[config.mk]
export PLATFORM = sky130hd
export DESIGN_NAME = usb_rx_data_buffer
export DESIGN_NICKNAME = d
export VERILOG_FILES = /design/src/rtl/usb_rx_data_buffer.sv
export SDC_FILE = /design/constraint.sdc
export NUM_CORES = 1
export LEC_CHECK = 0
export BUFFER_PORTS_ARGS = -buffer_cell sky130_fd_sc_hd__clkbuf_2
export CAP_MARGIN = 20
export CORE_MARGIN = 3
export CORE_UTILIZATION = 60
export CTS_BUF_LIST = sky130_fd_sc_hd__clkbuf_8
export DETAILED_ROUTE_END_ITERATION = 10
export PLACE_DENSITY_LB_ADDON = 0.1
export SETUP_SLACK_MARGIN = 0.05
export SLEW_MARGIN = 40
export SYNTH_ARGS = -nofsm -noshare
export SYNTH_HDL_FRONTEND = slang
export SYNTH_SLANG_ARGS = --single-unit
[constraint.sdc]
create_clock -name clk -period 9.3 [get_ports clk]
set_input_delay 1.395 -clock clk [delete_from_list [all_inputs] [get_ports clk]]
set_output_delay 1.395 -clock clk [all_outputs]
set_load 0.005 [all_outputs]
[src/rtl/usb_rx_data_buffer.sv]
// rtl/usb_rx_data_buffer.sv - packet-committing receive byte buffer between usb_rx and the AHB slave
module usb_rx_data_buffer #(
   parameter int DEPTH = 64,
   parameter int PTR_W = 7
) (
   input  logic             clk,
   input  logic             n_rst,
   input  logic [2:0]       rx_packet,
   input  logic [7:0]       rx_packet_data,
   input  logic             store_rx_packet_data,
   input  logic             get_rx_data,
   input  logic             flush,
   input  logic             clear_overflow,
   output logic [7:0]       rx_data,
   output logic [PTR_W-1:0] buffer_occupancy,
   output logic             rx_data_ready,
   output logic             rx_done,
   output logic             overflow
);

   localparam int AW = $clog2(DEPTH);
   localparam logic [2:0] PKT_DONE  = 3'b101;
   localparam logic [2:0] PKT_ERROR = 3'b100;

   logic [7:0]       mem [DEPTH];
   logic [PTR_W-1:0] wptr;
   logic [PTR_W-1:0] cptr;
   logic [PTR_W-1:0] rptr;
   logic [PTR_W-1:0] total;
   logic [PTR_W-1:0] wptr_next;
   logic [2:0]       prev_pkt;
   logic             pkt_bad;
   logic             full;
   logic             store_ok;
   logic             drop;
   logic             read_ok;
   logic             done_entry;
   logic             err_entry;

   // Pointer arithmetic, full/drop decisions and packet-code entry detection
   always_comb begin
      total            = wptr - rptr;
      buffer_occupancy = cptr - rptr;
      full             = (total == PTR_W'(DEPTH));
      store_ok         = store_rx_packet_data && !full;
      drop             = store_rx_packet_data && full;
      read_ok          = get_rx_data && (buffer_occupancy != '0);
      wptr_next        = wptr + PTR_W'(store_ok);
      done_entry       = (rx_packet == PKT_DONE) && (prev_pkt != PKT_DONE);
      err_entry        = (rx_packet == PKT_ERROR) && (prev_pkt != PKT_ERROR);
      rx_data_ready    = (buffer_occupancy != '0);
      rx_data          = rx_data_ready ? mem[rptr[AW-1:0]] : 8'h00;
   end

   // Byte storage; a byte written past the commit point is simply orphaned on rollback
   always_ff @(posedge clk) begin
      if (store_ok)
         mem[wptr[AW-1:0]] <= rx_packet_data;
   end

   // Pointer, packet-status and flag updates: flush > error rollback > done > store/read
   always_ff @(posedge clk or negedge n_rst) begin
      if (!n_rst) begin
         wptr     <= '0;
         cptr     <= '0;
         rptr     <= '0;
         prev_pkt <= 3'b000;
         pkt_bad  <= 1'b0;
         rx_done  <= 1'b0;
         overflow <= 1'b0;
      end else begin
         prev_pkt <= rx_packet;
         rx_done  <= 1'b0;
         if (drop && !flush)
            overflow <= 1'b1;
         else if (clear_overflow)
            overflow <= 1'b0;
         if (flush) begin
            wptr    <= '0;
            cptr    <= '0;
            rptr    <= '0;
            pkt_bad <= 1'b0;
         end else begin
            if (read_ok)
               rptr <= rptr + PTR_W'(1);
            if (err_entry) begin
               wptr    <= cptr;
               pkt_bad <= 1'b0;
            end else if (done_entry) begin
               // A byte dropped in the DONE cycle itself also spoils the packet
               if (pkt_bad || drop) begin
                  wptr    <= cptr;
                  pkt_bad <= 1'b0;
               end else begin
                  wptr    <= wptr_next;
                  cptr    <= wptr_next;
                  rx_done <= 1'b1;
               end
            end else begin
               wptr <= wptr_next;
               if (drop)
                  pkt_bad <= 1'b1;
            end
         end
      end
   end

endmodule

; ---- Word level (Yosys, flattened, before mapping)
; Memory sizes are Yosys's and may differ from the RTL's.
; Index checks and enable logic that the tools add are counted.
[word_totals]
in_bits = 17
regBits = 27
mem_count = 1
ram_bits = 512
[mem_list]
columns = memory, words, width, read_ports, rd_ports_with_merged_regs, write_ports, line_no
row1 = mem, 64, 8, 1, 0, 1, 25  ; logic [7:0] mem [DEPTH];
[classes]
add_sub_neg = 4
mux = 23
reduce_logical = 16
n_eq_ne = 7
[ops]
columns = operator, n
row1 = two-way mux 7 bit, 9
row2 = subtractor 7 bit, 2
row3 = two-way mux 1 bit, 13
row4 = two-way mux 8 bit, 1
row5 = adder 7 x 1 -> 7 bit, 1
row6 = adder 7 x 1 -> 7 bit (second input constant), 1
row7 = equality test 7 bit (second input constant), 1
row8 = nonzero test 7 bit, 1
row9 = equality test 3 bit (second input constant), 2
row10 = logical AND 1 bit, 6
row11 = != test 3 bit (second input constant), 2
row12 = nonzero test 2 bit, 3
row13 = != test 4 x 2 -> 1 bit (second input constant), 1
row14 = AND reduction 2 bit, 2
row15 = nonzero test 4 bit, 1
row16 = logical NOT 1 bit, 2
row17 = != test 2 bit (second input constant), 1
row18 = logical OR 1 bit, 1

; ---- Logic depth before layout (Yosys ltp)
[depth]
depth_word = 9
depth_mapped = 18
depth_no_buf = 14

; ---- Worst setup path before layout
; Ideal clock, no wire load.
[synth_timing]
path_type = register to output
startpoint = register rptr[2]
endpoint = output port rx_data[0]
setup_slack_ns = 4.783
arrival_time_ns = 3.122
t_required_ns = 7.905
path_stages_with_launch = 12
path_cell_list = dfrtp_1 > buf_2 > inv_1 > clkbuf_1 > clkbuf_1 > ha_1 > nor2b_1 > o31a_1 > a311oi_1 > and2_1 > clkbuf_1 > nor3_1
[synth_between]
elab_chain_cells = 3
word_cells_on_any_way = 4
cone_classes = add/sub: 1 / mux: 1 / reduce/logical: 1 / memory: 1
[synth_lines]
columns = item, line_no
row1 = from (decl), 28  ; logic [PTR_W-1:0] rptr;
row2 = from (signal assigned), 85  ; rptr <= rptr + PTR_W'(1);
row3 = subtractor 7 bit, 43  ; buffer_occupancy = cptr - rptr;
row4 = nonzero test 7 bit, 51  ; rx_data_ready = (buffer_occupancy != '0);
row5 = two-way mux 8 bit *, 52  ; rx_data = rx_data_ready ? mem[rptr[AW-1:0]] : 8'h00;
row6 = to (decl), 14  ; output logic [7:0] rx_data,
; Mark *: on every way between the ends. The rest lies on a longest branch, timed or not.

; ---- Worst setup path in the final report
[layout_timing]
startpoint = register rptr[1]
endpoint = output port rx_data[6]
; Same word-level chain as after synthesis.

==> impl_metrics.ini <==
[run_status]
status = finished clean

[critical_path]
critical_path.endpoint_type = output port
worstSetupStartpointType = flip-flop
critical_path_arrival_ns = 4.56
crit_fanout = 49
cp_data_required_time_ns = 7.91
critical_path_start_end_classification = reg2out

[synthesis]
synth_seq_area_share = 0.737
synthMostInstantiatedCell = edfxtp_1
post-synth-top-area-fraction = 0.706
syn-cell-area_um2 = 21800
synthDistinctLibCells = 63
synth_commonest_cells = edfxtp_1, mux4_2, nor2_1
post_synth_main_area_contributors = edfxtp_1, mux4_2, dfrtp_1, nor2_1, nand2_1
netlist.top_cell.by_area = edfxtp_1
synth_enable_flop_cells = 512
post_synthesis_cells = 1114
synth_top_flop_cell = edfxtp_1
synth.ff_latch_count = 539
synth_nets = 1147
post_synth.cell_area_avg_um2 = 19.5
synth.yosys.warnings = 0
async_set_or_reset_flop_fraction_in_the_synthesized_netlist = 0.0501

[routing]
num_vias = 11000
wire_per_inst_um = 27.4
route.antenna.remaining_nets = 0
detail_route.drc_violations = 0
vias_per_cell = 6.40
routed_wl_um = 46900
drt_pre_antenna_iters = 5
drt_first_iter_violations = 1056

[power_and_ir_drop]
vdd.ir_drop.worst_v = 0.000179
p_switching_mw = 1.31
power.share.clock = 0.349
share_seq_of_total_power = 0.513
powerDensity_nw_per_um2 = 221
internal-power_mw = 4.00
static-leakage-power_nw = 7.68
comb_power_share = 0.138
p_sw_frac = 0.246

[timing]
slew_violations = 0
finalHoldViolations = 0
worst_tran_pin_value_ns = 0.856
maxSlewHeadroom = 0.427
setup-tns-final_ns = 0
timing.final.setup_violations = 0
layout_worst_path_cycle_share = 0.640
worst_clock_skew_ns = 0.0221
max_freq_mhz = 168
grt_setup_unrepaired = false
clock_period_minus_worst_slack_ns = 5.95

[finish]
syn2layout_area_growth_pct = 10.4
num_antenna_cells = 0
utilization = 0.674
final.fill_count = 2322
post_route_cells_drive_above_1_share = 0.286
layout.nets = 1226

[grt]
first_pass_grt_wire_length_um = 71300
grt.overflow.total = 0
grt_util_all_layers = 0.254
number_of_global_route_vias_before_repair = 11200
grt_start_max_net_pins = 65
antenna_found_initial = 0

[place]
count_of_buffers_inserted_at_the_top_level_ports = 34
hpwl_um = 28400
final_weighted_congestion_of_routability_driven_global_placement = 0.831

[clocking]
cts-resized-gates = 0
cts_inserted_buffers = 83
cts_setup_buffers = 0
cts_tree = built
cts.sinks = 539
clkLatencyLatePin_ns = 0.62
ctsLongestPathBuffers = 3
cts_max_level = 3
ctsRootBufferMaster = clkbuf_8
cts.hold.buffers_added = 0
clk_pin_slew_worst_paths_ns = 0.07

[floorplan]
floorplan.die_area_um2 = 38600
fp.coreArea_um2 = 35700
floorplan.die.height_um = 196
ios = 35
rows = 69
floorplan.die.width_um = 196
floorplan.initialDensity = 0.611

[run]
cap_viol_max_count = 0

[hold_path]
holdCritPathClass = reg2reg
[power by group through the flow]
stage | clock, mW | sequential [mW] | combinational [mW]
after floorplan | 0 | 2.74 | 0.512
after global placement | 0 | 2.79 | 0.705
after detailed placement | 0 | 2.78 | 0.729
after CTS | 1.90 | 2.73 | 0.734
after global routing | 2.01 | 2.73 | 0.783
final | 1.85 | 2.73 | 0.731
[worst paths after layout]
path / cells past startpoint / to / start / slack, ns
hold / removal: 1 / cptr[2] / cptr[2] / 0.53
min in group asynchronous: 1 / rptr[1] / n_rst / 0.82
max in group asynchronous: 1 / rptr[0] / n_rst / 7.95
hold reg to reg: 1 / cptr[2] / cptr[2] / 0.53
setup / recovery: 9 / rx_data[6] / rptr[1] / 3.35
setup reg to reg: 8 / mem[51][2] / rptr[1] / 4.49
[sequential cells by signal (all words and copies together), names as in the netlist]
signal and flops:
cptr 7, overflow 1, pkt_bad 1, wptr 7, prev_pkt 3, mem 512, rptr 7, rx_done 1
[cell families after synthesis]
kind of cell,share of synthesized area
adder cells (fa/ha/maj),0.00954
flip-flops,0.737
AND/OR/NAND/NOR,0.0513
multiplexers,0.157
XOR/XNOR,0.00402
buffers and inverters,0.0141
AO/OA/AOI/OAI,0.0272
[layer usage]
| metal | share of wire | global-route usage | vias to the layer above |
|---|---|---|---|
| met5 | 0 | 0 | - |
| met4 | 0.032 | 0.0932 | 0 |
| met3 | 0.083 | 0.0562 | 84 |
| met2 | 0.47 | 0.384 | 483 |
| met1 | 0.41 | 0.374 | 5669 |
| li1 | - | - | 4715 |
[worst max-delay path, stage by stage (launching register included)]
cell	delay [ns]
dfrtp_4	0.94
clkinv_2	0.64
ha_1	0.40
nor2_1	0.18
a2111o_1	0.17
o311ai_1	0.13
nor4b_2	0.78
and2_1	0.41
nor3_1	0.11
clkbuf_2	0.14
[layout by cell type, fill, tap and decap left out, drive strengths merged, types with 15 or more instances in the layout]
cell / Yosys / final
a21oi: 22 / 22
buf: 24 / 16
clkbuf: 32 / 122
clkinv: 1 / 36
dfrtp: 27 / 27
edfxtp: 512 / 512
ha: 15 / 15
inv: 17 / 31
mux4: 146 / 146
nand2: 62 / 62
nor2: 84 / 84
o21ai: 21 / 21
o22ai: 16 / 16
[stage by stage]
| step | std cells | setup WS (ns) | hold slack (ns) | power, mW | instance area, um2 |
|---|---|---|---|---|---|
| floorplan | 1114 | 4.78 | 0.478 | 3.25 | 21800 |
| global placement | 1568 | 3.65 | 0.519 | 3.50 | 22400 |
| detailed placement | 1569 | 4.06 | 0.519 | 3.51 | 22400 |
| CTS | 1711 | 3.34 | 0.534 | 5.36 | 24000 |
| global route | 1711 | 3.09 | 0.569 | 5.52 | 24000 |
| finish | 1711 | 3.35 | 0.530 | 5.31 | 24000 |
[area by class of cell]
class / count / area [um2] / share of cell area
clock buffer: 88 / 1210 / 0.0504
clock inverter: 54 / 324 / 0.0135
inverter: 18 / 68.8 / 0.00286
multi-input combinational: 501 / 5480 / 0.228
sequential: 539 / 16100 / 0.668
tap: 461 / 577 / 0.0240
timing repair buffer: 50 / 310 / 0.0129
(Power assumes the default switching activity.)
